`src/rtl/mod_74x32_tester.sv`:
```
// Go/no-go tester for a 74x32 quad 2-input OR: applies four vectors to all gates and
// reports per-gate mismatches. Define STOP_ON_FAIL_EN to end the run at the first failing check.
module mod_74x32_tester #(
    parameter int unsigned SETTLE = 20
) (
    input  logic       CLK,
    input  logic       RST,
    input  logic       START,
    input  logic [3:0] Y,
    output logic [3:0] A,
    output logic [3:0] B,
    output logic       BUSY,
    output logic       DONE,
    output logic       PASS,
    output logic [3:0] FAIL_MASK,
    output logic [1:0] FAIL_VEC
);

    typedef enum logic [1:0] {
        ST_IDLE,
        ST_SETTLE,
        ST_CHECK,
        ST_DONE
    } state_t;

    localparam logic [7:0] CNT_LAST = 8'(SETTLE - 1);

    state_t      state_q, state_d;
    logic [7:0]  cnt_q, cnt_d;
    logic [1:0]  vec_q, vec_d;
    logic [3:0]  a_q, a_d;
    logic [3:0]  b_q, b_d;
    logic        pass_q, pass_d;
    logic [3:0]  fail_mask_q, fail_mask_d;
    logic [1:0]  fail_vec_q, fail_vec_d;
    logic [3:0]  mism;
    logic [1:0]  vec_nxt;
    logic        stop_hit;

    always_comb begin
        state_d     = state_q;
        cnt_d       = cnt_q;
        vec_d       = vec_q;
        a_d         = a_q;
        b_d         = b_q;
        pass_d      = pass_q;
        fail_mask_d = fail_mask_q;
        fail_vec_d  = fail_vec_q;
        mism        = Y ^ (a_q | b_q);
        vec_nxt     = vec_q + 2'd1;
`ifdef STOP_ON_FAIL_EN
        stop_hit    = |mism;
`else
        stop_hit    = 1'b0;
`endif

        case (state_q)
            ST_IDLE, ST_DONE: begin
                if (START) begin
                    state_d     = ST_SETTLE;
                    cnt_d       = 8'd0;
                    vec_d       = 2'd0;
                    a_d         = 4'hF;
                    b_d         = 4'hF;
                    pass_d      = 1'b0;
                    fail_mask_d = 4'h0;
                    fail_vec_d  = 2'd0;
                end
            end
            ST_SETTLE: begin
                cnt_d = cnt_q + 8'd1;
                if (cnt_q == CNT_LAST) begin
                    state_d = ST_CHECK;
                end
            end
            ST_CHECK: begin
                fail_mask_d = fail_mask_q | mism;
                if ((fail_mask_q == 4'h0) && (mism != 4'h0)) begin
                    fail_vec_d = vec_q;
                end
                cnt_d = 8'd0;
                if ((vec_q == 2'd3) || stop_hit) begin
                    state_d = ST_DONE;
                    a_d     = 4'h0;
                    b_d     = 4'h0;
                    pass_d  = ((fail_mask_q | mism) == 4'h0);
                end else begin
                    // Vector encoding: bit0 low => A high, bit1 low => B high.
                    state_d = ST_SETTLE;
                    vec_d   = vec_nxt;
                    a_d     = {4{~vec_nxt[0]}};
                    b_d     = {4{~vec_nxt[1]}};
                end
            end
            default: state_d = ST_IDLE;
        endcase
    end

    always_ff @(posedge CLK) begin
        if (RST) begin
            state_q     <= ST_IDLE;
            cnt_q       <= 8'd0;
            vec_q       <= 2'd0;
            a_q         <= 4'h0;
            b_q         <= 4'h0;
            pass_q      <= 1'b0;
            fail_mask_q <= 4'h0;
            fail_vec_q  <= 2'd0;
        end else begin
            state_q     <= state_d;
            cnt_q       <= cnt_d;
            vec_q       <= vec_d;
            a_q         <= a_d;
            b_q         <= b_d;
            pass_q      <= pass_d;
            fail_mask_q <= fail_mask_d;
            fail_vec_q  <= fail_vec_d;
        end
    end

    assign A         = a_q;
    assign B         = b_q;
    assign BUSY      = (state_q == ST_SETTLE) || (state_q == ST_CHECK);
    assign DONE      = (state_q == ST_DONE);
    assign PASS      = pass_q;
    assign FAIL_MASK = fail_mask_q;
    assign FAIL_VEC  = fail_vec_q;

endmodule

```
`config.mk`:
```
export PLATFORM = sky130hd
export DESIGN_NAME = mod_74x32_tester
export DESIGN_NICKNAME = d
export VERILOG_FILES = /design/src/rtl/mod_74x32_tester.sv
export SDC_FILE = /design/constraint.sdc
export NUM_CORES = 1
export LEC_CHECK = 0
export BUFFER_PORTS_ARGS = -buffer_cell sky130_fd_sc_hd__buf_4
export CELL_PAD_IN_SITES_DETAIL_PLACEMENT = 1
export CELL_PAD_IN_SITES_GLOBAL_PLACEMENT = 2
export CORE_ASPECT_RATIO = 0.9
export CORE_MARGIN = 1.5
export CORE_UTILIZATION = 33
export CTS_BUF_LIST = sky130_fd_sc_hd__clkbuf_8
export DETAILED_ROUTE_END_ITERATION = 10
export PLACE_DENSITY = 0.83
export SLEW_MARGIN = 20
export SYNTH_ARGS = -nofsm -noshare
export SYNTH_HDL_FRONTEND = slang
export SYNTH_SLANG_ARGS = --single-unit
```
`constraint.sdc`:
```
create_clock -name CLK -period 2.1 [get_ports CLK]
set_input_delay 0.105 -clock CLK [delete_from_list [all_inputs] [get_ports CLK]]
set_output_delay 0.105 -clock CLK [all_outputs]
set_load 0.01 [all_outputs]
```
==> metrics list, run 1 <==
- The flow ran to the end, and the final reports show no timing, DRC or antenna violations.
* Number of detailed-route iterations in the first pass: 5
* Sequential-to-total area share from yosys stat: 0.360
* Latest clock arrival within the worst-skew pair: 0.26 ns
- Total Routing Usage GR: 0.163
- Horizontal die dimension: 65.7 µm
* Core region area: 0.00338 mm²
- CTS built an H-tree with a depth of 1.
* Part of the total power dissipated in sequential elements: 0.397
* Switching share of power: 0.355
- For this design the ratio of total power to cell area is 834 mW/mm².
* Post-route total power: 1.18 mW
* Worst Tran Pin Value: 0.403 ns
- In this run the critical register-to-register path is captured at FAIL_VEC[1].
* Number of CTS-inserted buffers: 3
- Number of setup buffers added after CTS: 0
- Post-route fraction of the period consumed by the critical path: 0.917
- The filler cells instantiated in the layout total 414.
* Number of antenna violations at the first check in global routing: 0
- Final #Nets: 171
- Setup slack on the critical path of the routed design comes to 0.175 ns.
* Finish-stage setup viols: 0
- Net switching power figure: 417 µW
- Input and output buffers added on the ports amount to 23.
- For the worst flop-to-flop path, the logic depth is 6.
- The root buffer cell chosen for the clock tree is clkbuf_8.
* Number of global-route vias before repair: 1069
* Endpoint with the worst hold slack: vec_q[0]
- The clock arrives with 0.00187 ns of skew.
- The initial utilization of the core area, before any placement, comes to 0.346.
- Signal arrival time at the worst endpoint: 2.12 ns
* Net count after synthesis: 149
* Area growth, synth to finish: 20.8%
- TritonCTS clock tree: yes
- Summed over all layers, the global routing overflow is 0.
- Startpoint types: flip-flop
- Final Hold Vio Count: 0
- CTS clk-pin slew, worst paths: 0.08 ns
- Timing would allow up to 520 MHz.
- DRC violations left: 0
* Floorplan row count: 20
* Min cycle time layout: 1.92 ns
- Wire length of the first global-routing pass: 4.91 mm
* Routability congestion estimate: 0.767
- Critical path peak fanout: 7
* Pre-CTS WS: 0.217 ns
- Averaged over all synthesized cells, the footprint is 8.71 µm².
- Counting instances, the worst hold path has a depth of 2.
- Startpoint of the worst register-to-register path: state_q[0]
- IR drop worst, VDD: 383 µV
* Maximum buffer depth of the clock tree: 2
- Internal power summed over all cells: 758 µW
- Yosys warnings: 0
- The number of gates resized after CTS was 0.
- Of all flip-flops after synthesis, the portion carrying an async set or reset was 0.
- Final sum of negative setup slack: 0 ns
- Sinks on the clock net: 21
- Setup repair after global routing missed its margin: no
- In this run, synthesis produced a sequential element count of 21.
* Iteration-0 DRC count of the detailed router: 45
- Required time of the critical path: 2.30 ns
- The final layout contains routed wiring with a total length of 2.94 mm.
- Count of boundary I/O pins: 24
* Type of the most critical hold path: in -> reg
- Entering global routing, the biggest net connects 15 pins.
* Max-slew violation total from the final report: 0
- Static leakage: 0.547 nW
- The netlist uses 38 different library cells.
* Worst hold margin: 0.121 ns
- Category of the most critical setup path: reg -> reg
- In the final layout, flip-flops and latches occupy 420 µm².
- The share of total power dissipated in combinational logic is 0.370.
- Syn Inst Count: 134
- Via-to-Cell Ratio: 5.16
- Total via count after detailed routing: 1027
- Clk pwr share: 0.233
* Antenna Nets Post-Route: 0
- Headroom to the max-slew limit: 0.723
- Measured along the y axis, the die boundary spans 59.4 µm.
- Multi-input gate area: 663 µm²
- Number of max-cap violations: 0
- STA classifies the critical path endpoint as a flip-flop.
- The number of antenna diodes in the final layout is 0.
* Synthesized area: 0.00117 mm²
- Detail Placement HPWL: 2.25 mm
- Leading register cell type out of synthesis: dfxtp_1
- After detailed routing, the average wire length per cell comes to 14.8 µm.
- The die covers 0.00390 mm².
- The startpoint identified for the worst hold timing path is RST.
* R2r setup slk: 0.18 ns
- Count of hold buffers inserted by post-cts repair: 0
- Yosys mapped a number of flops with a built-in enable equal to 0.
- Fraction of layout instances using a drive strength above 1: 0.239
[worst max-delay path by stage]
stage,startpoint,end,slack (ns),cells after the start
floorplan,cnt_q[0],state_q[0],0.42,5
global placement,state_q[0],FAIL_VEC[1],0.33,6
detailed placement,state_q[0],FAIL_VEC[1],0.22,6
CTS,state_q[0],FAIL_VEC[1],0.19,6
global route,state_q[0],FAIL_VEC[1],0.02,6
finish,state_q[0],FAIL_VEC[1],0.18,6
[power groups by stage]
stage	sequential, mW	combinational (mW)	clock, mW
2_1_floorplan	0.475	0.292	0
3_3_place_gp	0.474	0.423	0
3_5_place_dp	0.478	0.432	0
4_1_cts	0.468	0.435	0.282
5_1_grt	0.473	0.482	0.295
6_report	0.467	0.435	0.274
[synth_stat cells, types with 2 or more instances]
| library cell | count | area (µm²) |
|---|---|---|
| xor2_1 | 2 | 17.5 |
| nor2_1 | 14 | 52.6 |
| a21oi_1 | 7 | 35.0 |
| o22ai_1 | 2 | 12.5 |
| nand4_1 | 5 | 31.3 |
| xnor2_1 | 8 | 70.1 |
| a22oi_1 | 4 | 30.0 |
| a31oi_1 | 2 | 12.5 |
| ha_1 | 8 | 100 |
| nand2_1 | 9 | 33.8 |
| nor2b_1 | 2 | 12.5 |
| inv_1 | 6 | 22.5 |
| nand3_1 | 2 | 10.0 |
| dfxtp_1 | 21 | 420 |
| nor3_1 | 3 | 15.0 |
| and2_1 | 3 | 18.8 |
| buf_4 | 6 | 45.0 |
| or4_1 | 4 | 30.0 |
| clkbuf_1 | 3 | 11.3 |
| o21ai_0 | 5 | 25.0 |
[sequential cells by signal, indices dropped and copies added, names as in the netlist]
| signal | flops |
|---|---|
| state_q | 2 |
| FAIL_MASK | 4 |
| vec_q | 2 |
| B | 1 |
| A | 1 |
| FAIL_VEC | 2 |
| cnt_q | 8 |
| PASS | 1 |
[cells in the final DEF (no fill, tap or decap), types with 4 or more instances in the layout]
master and count:
buf_4 27, dfxtp_1 21, nor2_1 14, nand2_1 9, xnor2_1 8, ha_1 8, a21oi_1 7, inv_1 6
nand4_1 5, o21ai_0 5, or4_1 4, a22oi_1 4
[stage by stage]
step	util	instances	area [µm²]
after floorplan	-	134	1170
after global placement	0.404	195	1360
after detailed placement	0.404	195	1360
after CTS	0.417	199	1410
after global routing	0.417	199	1410
final	0.417	199	1410
[kinds of logic (layout without fill, tap and decap cells)]
logic type | Yosys count | count (layout) | share of synthesized area
and+or+nand+nor | 50 | 50 | 0.226
AOI/OAI and AO/OA | 28 | 28 | 0.173
DFF | 21 | 21 | 0.360
buffers and inverters | 16 | 37 | 0.0718
xor gates and xnor gates | 10 | 10 | 0.0750
adders and majority gates | 8 | 8 | 0.0857
muxes | 1 | 1 | 0.00857
[layout make-up]
type | count | share of cell area
Multi-Input combinational cell | 97 | 0.470
Sequential cell | 21 | 0.298
Timing Repair Buffer | 27 | 0.144
Tap cell | 44 | 0.0390
Clock buffer | 3 | 0.0293
Inverter | 6 | 0.0160
Clock inverter | 1 | 0.00355
[layer usage]
layer	GRT usage	wire, µm	vias to the layer above
met1	0.229	1490	491
met5	0	0	-
met3	0.0228	81	5
li1	-	-	516
met4	0.0625	41	0
met2	0.254	1320	15
[worst max-delay path, stage by stage, from the launching register on]
cell      delay [ns]
dfxtp_1         0.41
inv_1           0.07
ha_1            0.39
nand2b_1        0.14
nand2_1         0.13
or4_1           0.55
a31oi_1         0.17
No activity file was read; power rests on OpenSTA's default activity.
==> run 2: changes to the inputs <==
MAX_ROUTING_LAYER = met4   (was unset)
==> run 2 against run 1 <==
  * Global-route usage rose by 0.49 points
  * Clock skew is essentially flat
  * Combinational power barely moved
  * Cell count is the same
  * Sequential power about the same
  * Core utilization did not move
  * Final area unchanged
  * Count of clock-buffer cells in the layout stayed put
  * Routed wire length is 0.48% higher
  * Fmax about the same
  * Via count shrank 0.19%
==> metrics list, run 2 (same netlist as run 1, synthesis figures left out) <==
- Status: completed
- The power consumption was 1.18 mW (about the same).
- CTS root buf: clkbuf_8
- Power density relative to cell area: 834 mW/mm² (about the same)
- Area growth, synth to finish: 20.8% (unchanged)
- The remaining antenna violation count is 0 (unchanged).
- The floorplan die area is 0.00390 mm² (unchanged).
- The number of design-rule violations left by the first detailed-router iteration came to 58 (+29%).
- Count of boundary I/O pins: 24 (unchanged)
* Signal arrival time at the worst endpoint: 2.12 ns (about the same)
- DIE HEIGHT: 59.4 µm (unchanged)
- Via-to-Cell Ratio: 5.15 (-0.19%)
* Static leakage: 0.547 nW (unchanged)
* Detail Placement HPWL: 2.25 mm (unchanged)
* Final setup skew: 0.00144 ns (-0.000428 ns)
- Number of detailed-route iterations in the first pass: 4 (-1)
- The post-cts resize count is 0 (unchanged).
* Pre-CTS WS: 0.217 ns (unchanged)
- Overall routed net length: 2.95 mm (+0.48%)
* Type of the most critical hold path: in -> reg
* Initial cell density of the core: 0.346 (unchanged)
* Routability congestion estimate: 0.778 (+1.3%)
- Crit. End Element: flip-flop
* Number of max-cap violations: 0 (unchanged)
- Required time of the critical path: 2.30 ns (about the same)
- The time the final worst path needs with I/O delays and setup came to 1.92 ns (-0.000110 ns).
* Max-slew violation total from the final report: 0 (unchanged)
- The fill cell instance count of the final layout was 414 (unchanged).
* Post-route fraction of the period consumed by the critical path: 0.917 (about the same)
- Setup repair after global routing missed its margin: no
- Area taken by flip-flops and latches: 420 µm² (unchanged)
* CTS clk-pin slew, worst paths: 0.08 ns (about the same)
- The count of hold-fix buffers inserted at cts is 0 (unchanged).
- IR drop worst, VDD: 382 µV (-0.19%)
* Number of setup buffers added after CTS: 0 (unchanged)
* Final #Nets: 171 (unchanged)
* Number of CTS-inserted buffers: 3 (unchanged)
* Core region area: 0.00338 mm² (unchanged)
- Wire length of the first global-routing pass: 4.91 mm (unchanged)
- Critical path peak fanout: 7 (unchanged)
- The hold violation count in the final report came to 0 (unchanged).
- The final standard cell area without fillers was 0.00141 mm² (unchanged).
- The width of the chip is 65.7 µm (unchanged).
* Post-detailed-route wirelength per cell: 14.8 µm (+0.48%)
* Largest net degree at the start of global routing: 15 (unchanged)
- The post-layout worst setup margin was 0.175 ns (+0.000110 ns).
- Sinks on the clock net: 21 (unchanged)
- The worst max-slew margin expressed relative to the limit was 0.723 (about the same).
- Finish-stage setup viols: 0 (unchanged)
* Cell count after placement: 195 (unchanged)
* DRC violations left: 0 (unchanged)
* Remaining global-route overflow: 0 (unchanged)
- Fraction of layout instances using a drive strength above 1: 0.239 (unchanged)
- Worst Tran Pin Value: 0.404 ns (+0.000381 ns)
- Total cell area at the placement stage: 0.00136 mm² (unchanged)
- The number of global-route vias before repair was 1066 (-0.28%).
- The number of placement rows is 20 (unchanged).
- The core occupancy in the finished layout came to 0.417 (unchanged).
- The number of antenna repair diodes was 0 (unchanged).
* Startpoint types: flip-flop
- The count of vias placed by the detailed router came to 1025 (-0.19%).
* Final sum of negative setup slack: 0 ns (unchanged)
- Most frequent standard cell in the layout excluding fill and tap cells: buf_4
* Top library cells by usage in the layout, fill and taps aside: 27 x buf_4, 21 x dfxtp_1, 14 x nor2_1, 9 x nand2_1
- The area occupied by multi-input gates is 663 µm² (unchanged).
- The worst hold slack came to 0.124 ns (+0.00242 ns).
* Total Routing Usage GR: 0.168 (+0.00487)
- Number of antenna violations at the first check in global routing: 0 (unchanged)
- The register with the most flip-flops in the final layout is cnt_q.
- Layout Cells excl Fill: 199 (unchanged)
- Max Clock Freq: 520 MHz (about the same)
- Category of the most critical setup path: reg -> reg
- TritonCTS built the clock tree.
- Number of flip-flops in the largest register: 8 (unchanged)
- The source-to-sink clock delay at the later pin of the worst-skew pair was 0.26 ns (about the same).
- Maximum buffer depth of the clock tree: 2 (unchanged)
- Number of buffers inserted by port buffering: 23 (unchanged)
- CTS HTree Levels: 1 (unchanged)
run 2: routing by layer:
| layer | global-route usage | vias up | routed length (µm) |
|---|---|---|---|
| li1 | - | 515 | - |
| met1 | 0.229 | 492 | 1490 |
| met2 | 0.254 | 14 | 1330 |
| met3 | 0.0228 | 4 | 86 |
| met4 | 0.0625 | 0 | 34 |
| met5 | - | - | 0 |
run 2: where the power goes:
part           switching, mW  total (mW)  internal (mW)
sequential            0.0385       0.467          0.428
clock                  0.140       0.273          0.132
combinational          0.238       0.435          0.197
total                  0.417        1.18          0.758
run 2: layout make-up:
type | count | share of cell area
clock buffers | 3 | 0.0293
clock inverters | 1 | 0.00355
inverters | 6 | 0.0160
multi-input cells | 97 | 0.470
flip-flops and latches | 21 | 0.298
well taps | 44 | 0.0390
repair buffers | 27 | 0.144
run 2: critical path, stage by stage, from the launching register on:
cell and delay, ns:
dfxtp_1 0.41, inv_1 0.07, ha_1 0.39, nand2b_1 0.14
nand2_1 0.13, or4_1 0.55, a31oi_1 0.17
run 2: path summary, 6_finish.rpt:
path                                 start     endpoint  slack (ns)  cells after the start
worst max register to register  state_q[0]  FAIL_VEC[1]        0.18                      6
worst min-delay path                   RST     vec_q[0]        0.12                      2
worst min register to register    cnt_q[1]     cnt_q[1]        0.49                      2
worst max-delay path            state_q[0]  FAIL_VEC[1]        0.18                      6
==> run 3: changes to the inputs <==
REMOVE_ABC_BUFFERS = 1   (was unset)
==> run 3 against run 2 <==
  * Clock power hardly changed
  * Die area stayed put
  * Routed wire length is 1.7% lower
  * Count of clock-buffer cells in the layout stayed put
  * First-iteration DRC count is 45% lower
  * Sequential share of layout area stayed put
  * Critical path type unchanged
  * Largest cell class unchanged
  * Highest routed layer unchanged
==> metrics list, run 3 (same netlist as run 1, synthesis figures left out) <==
- The number of buffers added on ports was 23 (unchanged).
- Net switching power figure: 412 µW (-1.2%)
- The overflow left after global routing is 0 (unchanged).
* Number of max-cap violations: 0 (unchanged)
- The detailed-routing iteration count for the pre-antenna-repair pass was 4 (unchanged).
- CTS HTree Levels: 1 (unchanged)
- Combinational fraction of design power: 0.367 (-0.003)
- The source-to-sink clock delay at the later pin of the worst-skew pair came to 0.26 ns (about the same).
- The number of global-route vias before repair came to 1032 (-3.2%).
- The floorplan die area is 0.00390 mm² (unchanged).
- Critical Path, Cell by Cell: ha_1 > or4b_4 > o41ai_4 > a21oi_1 > a311oi_1
- Number of setup buffers added after CTS: 0 (unchanged)
- Highest Signal Layer: met4
- The worst max-slew margin expressed relative to the limit is 0.690 (-0.0336).
- The setup slack of the worst register-to-register path is 0.23 ns (+0.06 ns).
- Pre-CTS WS: 0.255 ns (+0.0378 ns)
* Static leakage: 0.547 nW (about the same)
- Sinks on the clock net: 21 (unchanged)
- Min cycle time layout: 1.87 ns (-0.0570 ns)
- The deepest clock path buffer count was 2 (unchanged).
* Worst Tran Pin Value: 0.461 ns (+0.0577 ns)
- The path class of the tightest hold or removal check is in -> reg.
- The routed wire length on met3 is 102 µm (+19%).
- Category of the most critical setup path: reg -> reg
* Cell count after placement: 195 (unchanged)
- The maximum fanout along the worst path is 4 (-3).
- The endpoint required time on the critical path came to 2.27 ns (-0.03 ns).
- Post-route total power: 1.17 mW (-0.51%)
* Number of antenna violations at the first check in global routing: 0 (unchanged)
- DIE HEIGHT: 59.4 µm (unchanged)
* Routability congestion estimate: 0.812 (+4.5%)
* Wire length of the first global-routing pass: 4.97 mm (+1.4%)
- The startpoint identified for the worst register-to-register timing path is cnt_q[0].
* Total routed wire length on the met1 layer: 1.35 mm (-10%)
* DRC violations left: 0 (unchanged)
- The delay of the slowest critical-path stage was 0.49 ns (-0.06 ns).
* Max Clock Freq: 535 MHz (+3.1%)
- Worst r2r dst: state_q[0]
- The count of vias placed by the detailed router is 1024 (-0.098%).
- Total Routing Usage GR: 0.169 (+0.000689)
- Endpoint with the worst hold slack: FAIL_VEC[0]
- The width of the chip was 65.7 µm (unchanged).
* Final setup skew: 0.000831 ns (-0.000608 ns)
* CTS root buf: clkbuf_8
- Most flops, register: cnt_q
- The cell count of the worst hold path is 2 (unchanged).
- The non-filler instance count after layout is 199 (unchanged).
- TritonCTS built the clock tree.
- Status: completed
- The routed wire length came to 2.90 mm (-1.7%).
- Number of flip-flops in the largest register: 8 (unchanged)
* Fraction of layout instances using a drive strength above 1: 0.239 (unchanged)
* Worst path setup slack after routing: 0.232 ns (+0.0570 ns)
- The count of hold-fix buffers inserted at cts was 0 (unchanged).
- Clk pwr share: 0.231 (about the same)
- Largest net degree at the start of global routing: 15 (unchanged)
* Final #Nets: 171 (unchanged)
- The final count of pins violating max slew came to 0 (unchanged).
* Setup repair after global routing missed its margin: no
- The remaining antenna violation count is 0 (unchanged).
- The power share of the sequential group was 0.402 (+0.005).
- IR drop worst, VDD: 474 µV (+24%)
- In this run the most critical hold path is launched from RST.
- Startpoint types: flip-flop
* Post-detailed-route wirelength per cell: 14.6 µm (-1.7%)
* Finish-stage setup viols: 0 (unchanged)
- Switching share of power: 0.352 (-0.00237)
* Signal arrival time at the worst endpoint: 2.04 ns (-0.08 ns)
* Cell with the largest stage delay on the worst path: or4b_4
- The final critical-path share of the clock period is 0.889 (-0.0272).
- Most frequent standard cell in the layout excluding fill and tap cells: buf_4
- The routed wire length on met2 is 1.43 mm (+7.4%).
- The fill cell instance count of the final layout was 415 (+0.24%).
- The power per unit of standard cell area was 829 mW/mm² (-0.51%).
- The number of design-rule violations left by the first detailed-router iteration is 32 (-45%).
* Core region area: 0.00338 mm² (unchanged)
- The number of cell instances on the worst register-to-register path is 5 (-1).
- The starting density of the core came to 0.346 (unchanged).
- Area growth, synth to finish: 20.8% (unchanged)
- Final Hold Vio Count: 0 (unchanged)
* Via-to-Cell Ratio: 5.15 (about the same)
* Count of boundary I/O pins: 24 (unchanged)
- The clock buffer count from CTS came to 3 (unchanged).
- Detail Placement HPWL: 2.20 mm (-2.6%)
* Final sum of negative setup slack: 0 ns (unchanged)
* CTS clk-pin slew, worst paths: 0.08 ns (about the same)
* Internal power summed over all cells: 757 µW (-0.15%)
* Antenna fix cells: 0 (unchanged)
* Crit. End Element: flip-flop
* Floorplan row count: 20 (unchanged)
- Top library cells by usage in the layout, fill and taps aside: 27 x buf_4, 21 x dfxtp_1, 14 x nor2_1, 9 x nand2_1
- Cells resized by post-CTS repair: 0 (unchanged)
[run 3: critical path: cells and delay by family (launching register included)]
| family | cells | cell delay (ns) |
|---|---|---|
| adder cells (fa/ha/maj) | 1 | 0.24 |
| flip-flops | 1 | 0.38 |
| AO/OA/AOI/OAI | 3 | 0.66 |
| AND/OR/NAND/NOR | 1 | 0.49 |
[run 3: how the worst max path moves through the flow]
stage / depth (start not counted) / end / start / slack (ns)
4_1_cts: 5 / state_q[0] / cnt_q[0] / 0.24
2_1_floorplan: 6 / FAIL_VEC[1] / state_q[0] / 0.19
3_5_place_dp: 6 / FAIL_VEC[1] / state_q[0] / 0.25
5_1_grt: 6 / FAIL_VEC[1] / state_q[0] / 0.08
6_report: 5 / state_q[0] / cnt_q[0] / 0.23
3_3_place_gp: 6 / FAIL_VEC[1] / state_q[0] / 0.32
[run 3: layout make-up]
class	count	area (µm²)	area share
timing repair buffer	27	203	0.144
inverter	6	22.5	0.0160
multi-input combinational	97	663	0.470
clock inverter	1	5.00	0.00355
sequential	21	420	0.298
tap	44	55.1	0.0390
clock buffer	3	41.3	0.0293
[run 3: power by group through the flow]
stage          Clock [mW]  Combinational (mW)  Sequential (mW)
2_1_floorplan           0               0.224            0.493
3_3_place_gp            0               0.417            0.475
3_5_place_dp            0               0.428            0.479
4_1_cts             0.281               0.430            0.470
5_1_grt             0.297               0.468            0.475
6_report            0.270               0.429            0.470
[run 3: routing by layer]
metal  track usage  vias to the layer above
li1              -                      512
met1         0.204                      489
met2         0.291                       19
met3        0.0399                        4
met4        0.0268                        0
met5             -                        -
[run 3: metrics by stage]
step / instance area, µm² / hold slack (ns) / utilization
after detailed placement: 1360 / 0.398 / 0.404
final: 1410 / 0.119 / 0.417
after CTS: 1410 / 0.114 / 0.417
after floorplan: 1110 / 0.174 / -
after global placement: 1360 / 0.392 / 0.404
after global routing: 1410 / 0.138 / 0.417
